File: src/rtl/serial_adder.sv
// Digit-serial adder/subtractor: WIDTH-bit operands consumed DIGIT bits per clock,
// LSB digit first, through a DIGIT-wide ripple of full-adder cells.
module serial_adder #(
   parameter int WIDTH = 8,
   parameter int DIGIT = 1
) (
   input  logic             clk,
   input  logic             rst_n,
   input  logic             start,
   input  logic             sub,
   input  logic [WIDTH-1:0] a,
   input  logic [WIDTH-1:0] b,
   input  logic             cin,
   output logic             busy,
   output logic             done,
   output logic [WIDTH-1:0] sum,
   output logic             cout,
   output logic             overflow,
   output logic             state_o
);

   // Handshake: start is accepted only on an edge where busy=0; done pulses for
   // one cycle on the edge that completes the last digit and clears busy.
   localparam int N  = WIDTH / DIGIT;
   localparam int CW = $clog2(N + 1);

   typedef enum logic {IDLE = 1'b0, RUN = 1'b1} state_t;

   state_t           state_q, state_d;
   logic [CW-1:0]    cnt_q, cnt_d;
   logic [WIDTH-1:0] a_q, a_d, b_q, b_d, res_q, res_d;
   logic             c_q, c_d;
   logic [WIDTH-1:0] sum_q, sum_d;
   logic             cout_q, cout_d, ovf_q, ovf_d, done_q, done_d;

   logic [DIGIT+1:0] step;
   logic [DIGIT-1:0] dsum;
   logic             dcout, dcmsb;
   logic [WIDTH-1:0] res_next;
   logic             last_step;

   // Returns {carry into top bit, carry out, digit sum}.
   function automatic logic [DIGIT+1:0] digit_add(input logic [DIGIT-1:0] x,
                                                  input logic [DIGIT-1:0] y,
                                                  input logic             ci);
      logic [DIGIT:0]   c;
      logic [DIGIT-1:0] s;
      c    = '0;
      s    = '0;
      c[0] = ci;
      for (int i = 0; i < DIGIT; i++) begin
         s[i]   = x[i] ^ y[i] ^ c[i];
         c[i+1] = (x[i] & y[i]) | (c[i] & (x[i] ^ y[i]));
      end
      return {c[DIGIT-1], c[DIGIT], s};
   endfunction

   always_comb begin
      step      = digit_add(a_q[DIGIT-1:0], b_q[DIGIT-1:0], c_q);
      dsum      = step[DIGIT-1:0];
      dcout     = step[DIGIT];
      dcmsb     = step[DIGIT+1];
      // New digit enters from the top so the LSB digit lands at bit 0 after N steps.
      res_next  = (res_q >> DIGIT) | (WIDTH'(dsum) << (WIDTH - DIGIT));
      last_step = (cnt_q == CW'(N - 1));
   end

   always_comb begin
      state_d = state_q;
      cnt_d   = cnt_q;
      a_d     = a_q;
      b_d     = b_q;
      c_d     = c_q;
      res_d   = res_q;
      sum_d   = sum_q;
      cout_d  = cout_q;
      ovf_d   = ovf_q;
      done_d  = 1'b0;
      case (state_q)
         IDLE: begin
            if (start) begin
               a_d     = a;
               b_d     = sub ? ~b : b;
               c_d     = sub ? 1'b1 : cin;
               cnt_d   = '0;
               state_d = RUN;
            end
         end
         RUN: begin
            a_d   = a_q >> DIGIT;
            b_d   = b_q >> DIGIT;
            c_d   = dcout;
            res_d = res_next;
            cnt_d = cnt_q + CW'(1);
            if (last_step) begin
               sum_d   = res_next;
               cout_d  = dcout;
               ovf_d   = dcout ^ dcmsb;
               done_d  = 1'b1;
               state_d = IDLE;
            end
         end
         default: state_d = IDLE;
      endcase
   end

   always_ff @(posedge clk) begin
      if (!rst_n) begin
         state_q <= IDLE;
         cnt_q   <= '0;
         a_q     <= '0;
         b_q     <= '0;
         c_q     <= 1'b0;
         res_q   <= '0;
         sum_q   <= '0;
         cout_q  <= 1'b0;
         ovf_q   <= 1'b0;
         done_q  <= 1'b0;
      end else begin
         state_q <= state_d;
         cnt_q   <= cnt_d;
         a_q     <= a_d;
         b_q     <= b_d;
         c_q     <= c_d;
         res_q   <= res_d;
         sum_q   <= sum_d;
         cout_q  <= cout_d;
         ovf_q   <= ovf_d;
         done_q  <= done_d;
      end
   end

   assign busy     = (state_q == RUN);
   assign done     = done_q;
   assign sum      = sum_q;
   assign cout     = cout_q;
   assign overflow = ovf_q;
   assign state_o  = state_q;

endmodule

File: config.mk
export PLATFORM = sky130hd
export DESIGN_NAME = serial_adder
export DESIGN_NICKNAME = d
export VERILOG_FILES = /design/src/rtl/serial_adder.sv
export SDC_FILE = /design/constraint.sdc
export NUM_CORES = 1
export LEC_CHECK = 0
export ABC_AREA = 1
export BUFFER_PORTS_ARGS = -buffer_cell sky130_fd_sc_hd__buf_4
export CAP_MARGIN = 20
export CORE_AREA = 2 2 59 66
export DETAILED_ROUTE_END_ITERATION = 10
export DIE_AREA = 0 0 61 68
export PLACE_DENSITY = 0.72
export SLEW_MARGIN = 10
export SYNTH_ARGS = -nofsm -noshare
export SYNTH_HDL_FRONTEND = slang
export SYNTH_SLANG_ARGS = --single-unit
File: constraint.sdc
create_clock -name clk -period 1.5 [get_ports clk]
set_clock_uncertainty 0.05 [all_clocks]
set_input_delay 0.45 -clock clk [delete_from_list [all_inputs] [get_ports clk]]
set_output_delay 0.45 -clock clk [all_outputs]
set_load 0.005 [all_outputs]
Yosys cells after proc, flatten, opt, wreduce, memory -nomap -nowiden
Index checks and enable logic that the tools add are counted.

Divide/modulo/power cells: 0. Multiplexer cells: 14. $lt $le $gt $ge: 0. $mul: 0. Equality and inequality tests: 2. Bitwise operators: 9. Add/subtract/negate cells: 1. Reductions and logical operators: 2. Shifts and indexed selects: 0.

Operator list (count): one-hot mux 8 bit (2 select lines) (2); 2-to-1 mux 8 bit (3); NOT 8 bit (1); bitwise OR 7 x 8 -> 8 bit (1); one-hot mux 4 bit (2 select lines) (1); 2-to-1 mux 1 bit (5); adder 4 x 1 -> 4 bit, second input constant (1); == test 4 x 3 -> 1 bit, second input constant (1); 2-to-1 mux 4 bit (1); one-hot mux 1 bit (2 select lines) (2); AND reduction 2 bit (2); XOR 1 bit (3); bitwise AND 1 bit (2); inequality test 2 bit, second input constant (1); NOT 1 bit (1); bitwise OR 1 bit (1).

Output and inout port bits: 13. Logic and storage cells: 38. RAM bits: 0. Input port bits: 21. Memories: 0. Register bits after elaboration: 41. Memory bits (read-only): 0. Latch bits: 0.

Longest topological paths before layout
Depth after elaboration: 4. Gate-level depth with buffers: 7. Depth with buffers taken out: 6.

Least setup slack after synthesis
Ideal clock, no wire load.

Path type: flip-flop to flip-flop. Start: register a_q[0]. End: register c_q. Buffers on the path: 0. Slack: 0.296 ns. Data required time: 1.330 ns. Period minus slack after synthesis: 1.204 ns. Arrival: 1.035 ns. Stages on the path, launching flop included: 6. Library setup time: 0.120 ns. Cell sequence: dfxtp_1 fa_1 nand2_1 inv_1 a21oi_1 a21oi_1.

Word-level cells in the longest chain between the ends: 4. Elaborated cells between the ends (all ways): 5. Those cells by class: mux (1); bitwise (4).

RTL lines: start: declaration (RTL line 31) `logic [WIDTH-1:0] a_q, a_d, b_q, b_d, res_q, res_d;`; start signal: assignment (RTL line 111) `a_q <= '0;`; start signal: assignment (RTL line 122) `a_q <= a_d;`; XOR 1 bit (RTL line 53) `c[i+1] = (x[i] & y[i]) | (c[i] & (x[i] ^ y[i]));`; bitwise AND 1 bit (RTL line 53); bitwise OR 1 bit (*) (RTL line 53); named net dcout (RTL line 38) `logic dcout, dcmsb;`; one-hot mux 1 bit (2 select lines) (*) (RTL line 79) `case (state_q)`; end signal: assignment (RTL line 113) `c_q <= 1'b0;`; end signal: assignment (RTL line 124) `c_q <= c_d;`; end: declaration (RTL line 32) `logic c_q, c_d;`.

The timed path passes the listed nets; every way through them passes the cells marked *. A chain may end at the register's enable or synchronous reset.

Worst setup path after layout
Start: register state_q, in the netlist busy. End: output port busy.

RTL lines: start: declaration (RTL line 29) `state_t state_q, state_d;`; start signal: assignment (RTL line 120) `state_q <= state_d;`; end: declaration (RTL line 14) `output logic busy,`.

No word-level cell between the ends.

==> results.rst <==
.. list-table::
   :header-rows: 1

   * - Metric
     - Value
   * - Number of DRC violations after detailed routing
     - 0
   * - Drt pass-1 iters
     - 4
   * - Vias per cell
     - approximately 4.7
   * - Detail Placement HPWL
     - 2410 um
   * - Buffer levels on the longest clock path
     - 2
   * - Clock slew seen by the registers of the worst setup and hold paths
     - roughly 80 ps
   * - Unrepaired setup endpoints after global routing
     - false
   * - Number of buffers inserted during clock tree synthesis
     - 5
   * - Non-filler instance count after layout
     - ~340
   * - Input/output buffers
     - 33
   * - Standby leakage power
     - ~1.2 nW
   * - Worst EP arrival
     - 880 ps
   * - Number of nets produced by synthesis
     - approximately 280
   * - Post-DR wirelength/cell
     - around 9.6 um
   * - Fraction of the yosys area taken by sequential cells
     - roughly 44%
   * - YS warnings
     - 0
   * - Cell at the slowest stage of the critical path
     - sky130_fd_sc_hd__dfxtp_2
   * - Post-Route WL
     - ~3300 um
   * - Worst path top cell family by delay
     - flip-flops
   * - List of cells traversed by the critical path
     - buf_4
   * - DRT iter0 DRCs
     - 54
   * - Max-slew headroom
     - 74.8%
   * - Worst Setup End Kind
     - output port
   * - CORE AREA
     - 3540 um^2
   * - Clock Sinks
     - 40
   * - Count of distinct cell types in the synthesized netlist
     - 20
   * - Diode insertion count for antenna repair
     - 0
   * - Site row count
     - 23
   * - Total GRT Usage
     - 19.4%
   * - Total of fill cells in the finished design
     - around 380
   * - Top cells by area, synth
     - sky130_fd_sc_hd__dfxtp_1 44%, sky130_fd_sc_hd__nand2_1 19%, sky130_fd_sc_hd__nand3_1 7.2%, sky130_fd_sc_hd__a21oi_1 6.1%, sky130_fd_sc_hd__inv_1 5.6%
   * - H-tree depth
     - 2
   * - Top fanout value on the critical path
     - 7
   * - Routed Antenna Nets
     - 0
   * - Top cells by instance count after synthesis
     - 91 x sky130_fd_sc_hd__nand2_1, 40 x sky130_fd_sc_hd__dfxtp_1, 27 x sky130_fd_sc_hd__inv_1, 26 x sky130_fd_sc_hd__nand3_1, 22 x sky130_fd_sc_hd__a21oi_1
   * - Dominant register cell in the synthesized netlist
     - sky130_fd_sc_hd__dfxtp_1
   * - Hold violation count in the final report
     - 0
   * - Clock insertion delay at the later pin of the skew report
     - about 290 ps
   * - WP data required
     - 1000 ps
   * - Minimum clock period
     - between 1000 and 1500 ps
   * - Mean instance size in the synthesized netlist
     - between 6 and 7 um^2
   * - I/O Pins
     - 34
   * - Number of setup violations in the final report
     - 0
   * - Chip Width
     - 61 um
   * - Number of enable-type register cells in the synthesized netlist
     - 0
   * - Crit path launch type
     - flop
   * - Placer's final routability congestion estimate
     - 0.778
   * - Cell taking the most area after synthesis
     - sky130_fd_sc_hd__dfxtp_1
   * - Status
     - finished clean
   * - Global-route wire length before repair
     - 5940 um
   * - Cells after Synth
     - 260
   * - Area enclosed by the die boundary
     - a little over 4000 um^2
   * - Area growth, synth to finish
     - 19.8%
   * - Post-layout nets
     - 316
   * - Worst slew pin tran
     - 377 ps
   * - Antenna violations before repair
     - 0
   * - Mapped cell area
     - roughly 1800 um^2
   * - Max-cap check violation count
     - 0
   * - Most instantiated library cell after synthesis
     - sky130_fd_sc_hd__nand2_1
   * - Highest ir drop seen on vdd
     - ~0.67 mV
   * - Buffer and inverter count on the worst path
     - 1
   * - Initial Util
     - 51.1%
   * - CTS tree
     - done
   * - Maximum clock rate
     - 0.725 GHz
   * - Placed cells
     - roughly 340
   * - Fraction of final layout cells sized beyond drive strength 1
     - between 15 and 20%
   * - Number of register bits inferred by synthesis
     - 40
   * - Global-route congestion overflow total
     - 0
   * - Critical path class
     - reg2out
   * - Maximum single-stage delay on the critical path
     - around 440 ps
   * - Quantity of hold-fixing buffers added after cts
     - 0
   * - Power density cells
     - about 1000 nW/um^2
   * - Least setup slack across all paths after layout
     - 121 ps
   * - Crit share post-route
     - roughly nine tenths
   * - Fraction of registers with async set or reset after synthesis
     - 0%
   * - Tightest Hold Check Type
     - in2reg
   * - Worst Setup Slack post-DPL
     - 162 ps
   * - Total Neg Setup Slack
     - 0 ps
   * - Fraction of synthesized cell area taken by the top area cell type
     - roughly 44%
   * - Final max-slew violation count
     - 0
   * - Root buf cell
     - sky130_fd_sc_hd__clkbuf_8
   * - Maximum number of pins on one net before global-route repair
     - 28
   * - Via count
     - around 1600
   * - Vias in the first global route
     - 1397
   * - Vertical die dimension
     - about 68 um
-- cells by family (layout without fill, tap and decap cells) --
family,Yosys count,after routing,synth area share (%)
buf+inv,45,79,12.1
flops,40,40,44.3
xor+xnor,1,1,0.485
fa+ha+maj,2,2,1.80
simple gates,141,141,32.7
compound gates,31,31,8.58
-- area by class of cell --
class	instances	area, um^2	area share, %
clock buffer	6	82.6	3.81
tap	50	62.6	2.89
inverter	30	113	5.20
sequential	40	802	37.0
timing repair buffer	41	308	14.2
multi-input combinational	175	788	36.4
clock inverter	2	10.0	0.462
-- sequential cells by signal, indices dropped and copies added (netlist names) --
register and flops:
cnt_q 4, busy 1, cout 1, done 1, res_q 7, c_q 1
overflow 1, b_q 8, sum 8, a_q 8
-- worst paths after layout --
check | startpoint | to | slack, ps | depth (start not counted)
hold reg to reg | res_q[1] | sum[0] | 400 | 2
setup / recovery | busy | busy | 120 | 1
setup reg to reg | a_q[0] | c_q | 210 | 5
hold / removal | a[7] | a_q[7] | 360 | 3
-- per-stage QoR --
stage	total power [mW]	cell area, um^2	hold WS, ps	util (%)
2_1_floorplan	1.33	1810	364	-
3_3_place_gp	1.41	2070	386	58.5
3_5_place_dp	1.41	2070	385	58.5
4_1_cts	2.14	2170	356	61.2
5_1_grt	2.22	2170	383	61.2
6_report	2.11	2170	364	61.2
-- layout by cell type (no fill, tap or decap) --
master                     synthesis  layout
sky130_fd_sc_hd__nand2_4           1       1
sky130_fd_sc_hd__o21ai_1           1       1
sky130_fd_sc_hd__nand2_1          91      91
sky130_fd_sc_hd__inv_2             3       3
sky130_fd_sc_hd__buf_4             8      41
sky130_fd_sc_hd__o21ai_0           8       8
sky130_fd_sc_hd__fa_1              1       1
sky130_fd_sc_hd__dfxtp_1          40      39
sky130_fd_sc_hd__a21oi_1          22      22
sky130_fd_sc_hd__clkinv_2          0       2
sky130_fd_sc_hd__nor2_4            1       1
sky130_fd_sc_hd__nor3_4            1       1
sky130_fd_sc_hd__dfxtp_2           0       1
sky130_fd_sc_hd__clkbuf_8          0       6
sky130_fd_sc_hd__nor2_1           20      20
sky130_fd_sc_hd__xor2_1            1       1
sky130_fd_sc_hd__nand3_1          26      26
sky130_fd_sc_hd__nor2_2            1       1
sky130_fd_sc_hd__inv_1            27      27
sky130_fd_sc_hd__ha_1              1       1
-- routing by layer --
metal	vias to the layer above	wire (um)	track usage [%]	share of wire [%]
met5	-	0	0	0
met3	6	129	6.24	3.9
met4	0	69	8.15	2.1
met2	27	1570	31.7	47
li1	862	-	-	-
met1	717	1540	23.2	47
-- report_power, final --
part / switching (mW) / leakage (nW) / internal, mW
Combinational: 0.135 / 0.795 / 0.110
Clock: 0.362 / 0.0510 / 0.367
Sequential: 0.0316 / 0.327 / 1.11
-- repair_timing --
item	in CTS	in global routing
setup buffers	0	0
endpoints found under the setup margin	2	0
gates resized for setup	1	0
(Power assumes the default switching activity.)
